<file path="src/rtl/serial_adder_pkg.sv">
// Shared definitions for the bit-serial adder: FSM encodings and default width.
package serial_adder_pkg;

    localparam int unsigned DEFAULT_WIDTH = 8;

    typedef enum logic [1:0] {
        IDLE  = 2'b00,
        SHIFT = 2'b01,
        DONE  = 2'b10
    } state_t;

endpackage

</file>
<file path="src/rtl/full_adder.sv">
// One-bit full-adder cell built from gates; the serial datapath reuses it every cycle.
module full_adder (
    input  logic Ain,
    input  logic Bin,
    input  logic Cin,
    output logic Sout,
    output logic Cout
);

    logic half_sum;

    // Sum and carry from the two-level XOR / majority structure
    always_comb begin
        half_sum = Ain ^ Bin;
        Sout     = half_sum ^ Cin;
        Cout     = (Ain & Bin) | (Cin & half_sum);
    end

endmodule

</file>
<file path="src/rtl/serial_adder.sv">
// Bit-serial adder: one full-adder cell consumes one operand bit per clock,
// LSB first, and publishes {cout_out, sum_out} after WIDTH shift cycles.
module serial_adder
    import serial_adder_pkg::*;
#(
    parameter int unsigned WIDTH = DEFAULT_WIDTH
) (
    input  logic             clk,
    input  logic             rst_n,
    input  logic             start,
    input  logic [WIDTH-1:0] a_in,
    input  logic [WIDTH-1:0] b_in,
    input  logic             c_in,
    output logic [WIDTH-1:0] sum_out,
    output logic             cout_out,
    output logic             busy,
    output logic             done
);

    localparam int unsigned     CNT_W    = (WIDTH > 1) ? $clog2(WIDTH) : 1;
    localparam logic [CNT_W-1:0] CNT_LAST = CNT_W'(WIDTH - 1);

    state_t             state_q, state_d;
    logic [WIDTH-1:0]   a_q, a_d;
    logic [WIDTH-1:0]   b_q, b_d;
    logic [WIDTH-1:0]   res_q, res_d;
    logic [WIDTH-1:0]   sum_d;
    logic [CNT_W-1:0]   cnt_q, cnt_d;
    logic               carry_q, carry_d;
    logic               cout_d;
    logic               done_d;
    logic               busy_d;
    logic               fa_sum;
    logic               fa_carry;

    full_adder u_fa (
        .Ain  (a_q[0]),
        .Bin  (b_q[0]),
        .Cin  (carry_q),
        .Sout (fa_sum),
        .Cout (fa_carry)
    );

    // Next-state and datapath update; everything holds unless the FSM says otherwise
    always_comb begin
        state_d = state_q;
        a_d     = a_q;
        b_d     = b_q;
        res_d   = res_q;
        cnt_d   = cnt_q;
        carry_d = carry_q;
        sum_d   = sum_out;
        cout_d  = cout_out;
        done_d  = 1'b0;

        case (state_q)
            IDLE: begin
                if (start) begin
                    a_d     = a_in;
                    b_d     = b_in;
                    carry_d = c_in;
                    res_d   = '0;
                    cnt_d   = '0;
                    state_d = SHIFT;
                end
            end
            SHIFT: begin
                // New sum bit enters at the MSB so the first bit ends up at bit 0
                res_d   = WIDTH'({fa_sum, res_q} >> 1);
                carry_d = fa_carry;
                a_d     = WIDTH'(a_q >> 1);
                b_d     = WIDTH'(b_q >> 1);
                if (cnt_q == CNT_LAST) begin
                    // Counter holds on the terminal edge so it never wraps
                    sum_d   = res_d;
                    cout_d  = fa_carry;
                    done_d  = 1'b1;
                    state_d = DONE;
                end else begin
                    cnt_d = cnt_q + CNT_W'(1);
                end
            end
            DONE: begin
                state_d = IDLE;
            end
            default: begin
                state_d = IDLE;
            end
        endcase

        busy_d = (state_d != IDLE);
    end

    // State, datapath and output registers with asynchronous clear
    always_ff @(posedge clk or negedge rst_n) begin
        if (!rst_n) begin
            state_q  <= IDLE;
            a_q      <= '0;
            b_q      <= '0;
            res_q    <= '0;
            cnt_q    <= '0;
            carry_q  <= 1'b0;
            sum_out  <= '0;
            cout_out <= 1'b0;
            done     <= 1'b0;
            busy     <= 1'b0;
        end else begin
            state_q  <= state_d;
            a_q      <= a_d;
            b_q      <= b_d;
            res_q    <= res_d;
            cnt_q    <= cnt_d;
            carry_q  <= carry_d;
            sum_out  <= sum_d;
            cout_out <= cout_d;
            done     <= done_d;
            busy     <= busy_d;
        end
    end

endmodule

</file>
<file path="config.mk">
export PLATFORM = sky130hd
export DESIGN_NAME = serial_adder
export DESIGN_NICKNAME = d
export VERILOG_FILES = /design/src/rtl/serial_adder_pkg.sv /design/src/rtl/full_adder.sv /design/src/rtl/serial_adder.sv
export SDC_FILE = /design/constraint.sdc
export NUM_CORES = 1
export LEC_CHECK = 0
export ABC_CLOCK_PERIOD_IN_PS = 2900
export BUFFER_PORTS_ARGS = -buffer_cell sky130_fd_sc_hd__buf_2
export CAP_MARGIN = 0
export CORE_MARGIN = 10
export CORE_UTILIZATION = 58
export DETAILED_ROUTE_END_ITERATION = 10
export HOLD_SLACK_MARGIN = 0.05
export PLACE_DENSITY = 0.84
export SYNTH_ARGS = -nofsm -noshare
export SYNTH_HDL_FRONTEND = slang
export SYNTH_SLANG_ARGS = --single-unit
</file>
<file path="constraint.sdc">
create_clock -name clk -period 2.9 [get_ports clk]
set_input_delay 0.435 -clock clk [delete_from_list [all_inputs] [get_ports clk]]
set_output_delay 0.435 -clock clk [all_outputs]
set_load 0.05 [all_outputs]
</file>
==> flow_summary_export.csv, run 1 <==
group,metric,value,unit
clocking,cts_tree,"done",
route,postRouteAntennaNets,0,
pwr,switching_share,38.3,%
pwr,power_density,1150,mW/mm^2
clocking,clockBufferDepth,2,
floorplanning,die_h,74.8,um
place,place_ws,1070,ps
sta,fmax,546,MHz
clocking,cts_resized,0,
worst_setup_path,cp.arrival,2080,ps
pwr,seqPwrFrac,41.2,%
worst_setup_path,rrSetupSlack,1070,ps
pwr,share_comb_of_total_power,40.7,%
sta,slew_viol_final,0,
place,hpwl,2.45,mm
floorplanning,start_util,62.1,%
route,m1WireLength,1.52,mm
sta,worst_pin_slew,1010,ps
sta,tns,0,ps
route,met3_length,234,um
finish,multi_input_area,576,sq um
route,top_layer,"met4",
yosys,netlist_area,0.00174,sq mm
route,drc,0,
route,viasPerCell,6.02,
clocking,clock_latency,350,ps
sta,hold_viol_final,0,
yosys,syn-num-nets,165,
finish,diodes,0,
floorplanning,io_pins,31,
floorplanning,rows,19,
pwr,total_power,2.26,mW
floorplanning,core,0.00281,sq mm
yosys,yosys.area_share.simple,8.62,%
run_status,status,"finished clean",
worst_setup_path,worstPathRequired,3150,ps
finish,nFillCells,213,
route,drt-initial-drc-count,127,
sta,rsz0062_at_grt,"false",
pwr,p_int,1.39,mW
place,gp_congestion,0.750,
yosys,synth_cell_types,24,
sta,period_needed,1830,ps
grt,grt_pass1_wl,5.64,mm
floorplanning,die-area,0.00560,sq mm
clocking,hold_buffers,0,
worst_setup_path,rr_startpoint,"cnt_q[0]$_DFFE_PN0P_",
worst_setup_path,crit_type,"reg2reg",
pwr,p_clk_share,18.2,%
hold_path,worstHoldPathType,"in2async",
yosys,synth-seq-cells,40,
yosys,synth_top_area_cell,"dfrtp_1",
grt,grt_use_total,13.3,%
yosys,synth_mux_area_share,5.75,%
route,dr_wl_met2,1.67,mm
yosys,synthAdderAreaFrac,2.59,%
floorplanning,die_w,74.8,um
clocking,path_clk_slew,120,ps
yosys,synth_compound_area_share,16.1,%
grt,grt_max_degree,41,
yosys,synth_xor_area_share,0,%
yosys,synth_top_cell_area_share,57.5,%
grt,overflow,0,
yosys,synth_warnings,0,
clocking,clockRootBuffer,"clkbuf_4",
finish,area_growth,12.4,%
pwr,p_switching,0.865,mW
finish,seq_area,0.00100,sq mm
sta,clock_skew,4.32,ps
sta,setup_viol,0,
worst_setup_path,crit_path_start_kind,"flip-flop",
yosys,ys_seq_area_share,57.5,%
pwr,vdd_drop_max,0.000749,V
route,vias,1222,
clocking,cts_max_level,2,
clocking,clkSinkCount,40,
clocking,numCtsBuffers,5,
route,dr.pass1.iters,6,
worst_setup_path,crit_path_end_kind,"flip-flop",
grt,antenna_found_initial,0,
worst_setup_path,cp_max_fo,11,
route,drt_wl_total,3.49,mm
sta,max_slew_margin,32.4,%
grt,grt_pass1_vias,1237,
yosys,synth_cells,142,
yosys,synthTopCellsByArea,"dfrtp_1 57%, a222oi_1 8.6%, mux2_2 5.2%, inv_1 4.7%, a22o_1 3.5%",
worst_setup_path,rr_endpoint,"sum_out[0]$_DFFE_PN0P_",
yosys,synth_top_family_by_area,"compound AO/OA/AOI/OAI gates",
clocking,cts_setup_buffers,0,
place,io_buffer_count,30,
sta,post-route-period-util,63.1,%
flow_run,max_cap_viol_count,0,
yosys,avgSynthCellArea,12.3,sq um
finish,nets,194,
route,avgRoutedWirePerCell,17.2,um
sta,timing.final.ws_setup,1070,ps
worst_setup_path,worst-r2r-cell-count,4,
finish,drive_gt1_share,29.7,%
pwr,power.leakage,1.03,nW
how the worst max path moves through the flow:
stage / from / endpoint / depth (start not counted) / slack (ps)
final: cnt_q[0]$_DFFE_PN0P_ / sum_out[0]$_DFFE_PN0P_ / 4 / 1070
after global routing: state_q[1]$_DFF_PN0_ / sum_out[7]$_DFFE_PN0P_ / 2 / 960
after CTS: cnt_q[0]$_DFFE_PN0P_ / sum_out[0]$_DFFE_PN0P_ / 4 / 1070
after detailed placement: cnt_q[0]$_DFFE_PN0P_ / sum_out[2]$_DFFE_PN0P_ / 4 / 1070
after global placement: state_q[1]$_DFF_PN0_ / sum_out[6]$_DFFE_PN0P_ / 2 / 1150
after floorplan: cnt_q[0]$_DFFE_PN0P_ / sum_out[0]$_DFFE_PN0P_ / 5 / 1390
cell usage after synthesis, drive strengths merged:
master / instances
a221o: 3
a222oi: 15
a22o: 7
and2b: 1
and3: 3
buf: 8
clkbuf: 2
dfrtp: 40
fa: 1
ha: 2
inv: 22
mux2: 8
mux2i: 1
nand2: 2
nand3b: 1
nand4bb: 2
nor2: 16
nor2b: 4
o21ba: 1
o21bai: 1
o311ai: 2
flip-flops by register name, summed over array words and instances (netlist names):
signal / count
a_q: 8
b_q: 8
busy: 1
carry_q: 1
cnt_q: 3
cout_out: 1
done: 1
res_q: 7
state_q: 2
sum_out: 8
kinds of logic (layout without fill, tap and decap cells):
family	count (synthesis)	in the layout
adder cells (fa/ha/maj)	3	3
AO/OA/AOI/OAI	29	29
flip-flops	40	40
buffers and inverters	32	62
AND/OR/NAND/NOR	29	29
multiplexers	9	9
routing by layer:
metal | vias to the layer above | global-route usage [%]
met3 | 9 | 5.78
li1 | 566 | -
met1 | 604 | 15.4
met2 | 43 | 20.9
met5 | - | 0
met4 | 0 | 5.67
power by group through the flow:
stage / clock [mW] / combinational (mW) / sequential, mW
finish: 0.410 / 0.919 / 0.929
global route: 0.435 / 1.01 / 0.956
CTS: 0.414 / 0.926 / 0.927
detailed placement: 0 / 0.923 / 0.938
global placement: 0 / 0.878 / 0.921
floorplan: 0 / 0.571 / 1.08
final cells by class:
type	count	area share [%]
Timing Repair Buffer	32	8.43
Sequential cell	40	51.1
Clock buffer	7	3.32
Tap cell	31	1.98
Inverter	22	4.22
Clock inverter	1	1.53
Multi-Input combinational cell	70	29.4
cells in the final DEF (no fill, tap or decap):
cell / Yosys / layout
o21ba_2: 1 / 1
clkbuf_4: 0 / 5
a22o_1: 7 / 7
bufinv_16: 0 / 1
buf_4: 2 / 2
inv_1: 22 / 22
mux2i_1: 1 / 1
buf_2: 3 / 30
a222oi_1: 15 / 15
dfrtp_1: 40 / 40
ha_1: 2 / 2
and2b_2: 1 / 1
nand2_1: 2 / 2
nor2b_1: 4 / 4
and3_1: 3 / 3
nor2_1: 16 / 16
o311ai_0: 2 / 2
a221o_1: 3 / 3
mux2_2: 8 / 8
o21bai_2: 1 / 1
fa_1: 1 / 1
nand3b_1: 1 / 1
clkbuf_8: 1 / 2
nand4bb_1: 2 / 2
critical path: stages (launching register included):
cell	delay, ps
dfrtp_1	430
ha_1	230
ha_1	250
nand3b_1	420
mux2_2	400
metrics by stage:
step	cell area, sq um	cells	hold slack, ps	util (%)
after global routing	1960	203	231	69.8
after CTS	1960	203	209	69.8
after global placement	1860	195	483	66.4
after detailed placement	1860	195	488	66.4
after floorplan	1740	142	139	-
final	1960	203	180	69.8
Power figures use the tool's default switching activity.
==> run 2, diff against run 1 <==
- ABC_CLOCK_PERIOD_IN_PS: 2900 -> 1610
- CORE_UTILIZATION: 58 -> 49
- PLACE_DENSITY: 0.84 -> 0.76
- clock period: 2.9 -> 1.61 ns (I/O delays scaled with it)
==> flow_summary_export.csv, run 2 (synthesized netlist as in run 1, its figures left out) <==
group,metric,value,unit
run_status,status,"finished clean",
clocking,clkSinkCount,40,
flow_run,max_cap_viol_count,0,
finish,diodes,0,
clocking,clockBufferDepth,2,
grt,grtUsageMet3,4.28,%
pwr,vdd_drop_max,0.00108,V
sta,hold_viol_final,0,
sta,worst_pin_slew,631,ps
grt,met2_usage,19.4,%
worst_setup_path,crit_path_start_kind,"flip-flop",
grt,grt_pass1_vias,1359,
route,drt-initial-drc-count,197,
grt,grt_use_total,12.0,%
route,viasPerCell,5.51,
floorplanning,die-area,0.00634,sq mm
floorplanning,io_pins,31,
worst_setup_path,crit_type,"reg2reg",
sta,setup_viol,0,
worst_setup_path,worstPathRequired,1860,ps
finish,fin_cells,229,
pwr,power.leakage,1.07,nW
finish,layout_commonest_cell,"dfrtp_1",
worst_setup_path,worstPathCellList,"ha_1 -> ha_1 -> nand3b_1 -> buf_12 -> mux2_2",
worst_setup_path,crit_slowest_cell,"dfrtp_1",
clocking,clock_latency,350,ps
place,place_ws,-42.7,ps
floorplanning,start_util,51.4,%
grt,grt_max_degree,41,
grt,grt_pass1_wl,6.07,mm
finish,most-common-layout-cells,"40 x dfrtp_1, 30 x buf_2, 22 x inv_1",
worst_setup_path,cp.arrival,1830,ps
sta,clock_skew,12.9,ps
place,gp_congestion,0.739,
route,vias,1262,
sta,timing.final.ws_setup,28.1,ps
clocking,cts_tree,"done",
grt,antenna_found_initial,0,
worst_setup_path,crit_top_cell,"ha_1",
grt,grtUsageMet1,13.6,%
sta,fmax,632,MHz
route,drc,0,
place,hpwl,2.54,mm
finish,nFillCells,280,
pwr,total_power,3.97,mW
finish,top_regs,"a_q: 8 flops, b_q: 8 flops, sum_out: 8 flops",
clocking,cts_max_level,2,
floorplanning,rows,21,
pwr,power_density,1930,mW/mm^2
clocking,clockRootBuffer,"clkbuf_4",
hold_path,worstHoldPathType,"in2reg",
floorplanning,core,0.00339,sq mm
grt,overflow,0,
worst_setup_path,cpPeakStageDelay,420,ps
sta,max_slew_margin,57.8,%
sta,slew_viol_final,0,
worst_setup_path,crit_path_end_kind,"flip-flop",
floorplanning,die_w,79.6,um
sta,holdWs,191,ps
place,io_buffer_count,30,
route,drt_wl_total,3.57,mm
floorplanning,die_h,79.6,um
place,placedCellCount,218,
finish,nets,205,
clocking,path_clk_slew,120,ps
sta,period_needed,1580,ps
grt,busiest_layer,"met2",
finish,area_growth,18.2,%
route,avgRoutedWirePerCell,15.6,um
route,dr.pass1.iters,8,
route,postRouteAntennaNets,0,
finish,drive_gt1_share,33.3,%
clocking,numCtsBuffers,5,
worst_setup_path,cp_max_fo,9,
sta,post-route-period-util,98.3,%
## run 2: cell types whose count changed in the layout (fill, tap and decap cells not counted), sizes merged
cell         delta
dlygate4sd3     +1
clkinv          +1
buf            +10
bufinv          -1
## run 2: report_power, final
group          leakage, nW  internal, mW  total (mW)  switching [mW]
sequential           0.490          1.43        1.65           0.217
clock               0.0295         0.175       0.493           0.317
combinational        0.554         0.786        1.83            1.05
total                 1.07          2.39        3.97            1.58
## run 2: repair_timing
item                                    in CTS  in global routing
endpoints found under the setup margin      15                 30
setup buffers                                0                  2
pin swaps                                    0                  1
hold buffers                                 1                  0
hold endpoints to repair                    40                  0
resized for setup                            1                  2
## run 2: worst paths after layout
kind                                        startpoint                      to  slack (ps)  cells past startpoint
min in group asynchronous                        rst_n  sum_out[2]$_DFFE_PN0P_         460                      3
max in group asynchronous                        rst_n      b_q[6]$_DFFE_PN0P_         800                      3
worst min-delay path                           a_in[3]      a_q[3]$_DFFE_PN0P_         190                      3
worst min register to register  sum_out[6]$_DFFE_PN0P_  sum_out[6]$_DFFE_PN0P_         510                      1
worst max-delay path              cnt_q[0]$_DFFE_PN0P_  sum_out[2]$_DFFE_PN0P_          30                      5
worst max register to register    cnt_q[0]$_DFFE_PN0P_  sum_out[2]$_DFFE_PN0P_          30                      5
## run 2: cell type report
| cell class | instances | area, sq um | area share [%] |
|---|---|---|---|
| Clock inverter | 1 | 8.76 | 0.426 |
| Inverter | 22 | 82.6 | 4.01 |
| Sequential cell | 40 | 1000 | 48.6 |
| Multi-Input combinational cell | 70 | 588 | 28.6 |
| Tap cell | 46 | 57.6 | 2.80 |
| Timing Repair Buffer | 43 | 275 | 13.4 |
| Clock buffer | 7 | 45.0 | 2.19 |
## run 2: per-layer routing
metal	routed length, um	vias to the layer above
li1	-	593
met1	1500	630
met2	1780	37
met3	271	2
met4	18	0
met5	0	-
## run 2: metrics by stage
step	util [%]	setup TNS, ps	instance area (sq um)
after floorplan	-	0	1740
after global placement	58.0	0	1970
after detailed placement	58.0	-257	1970
after CTS	60.0	0	2030
after global routing	60.7	-4.88	2060
final	60.7	0	2060
## run 2: worst max-delay path: cells and delay by family, from the launching register on
kind | cells | cell delay, ps
adders and majority gates | 2 | 420
DFF | 1 | 420
muxes | 1 | 340
and+or+nand+nor | 1 | 160
buffers and inverters | 1 | 150
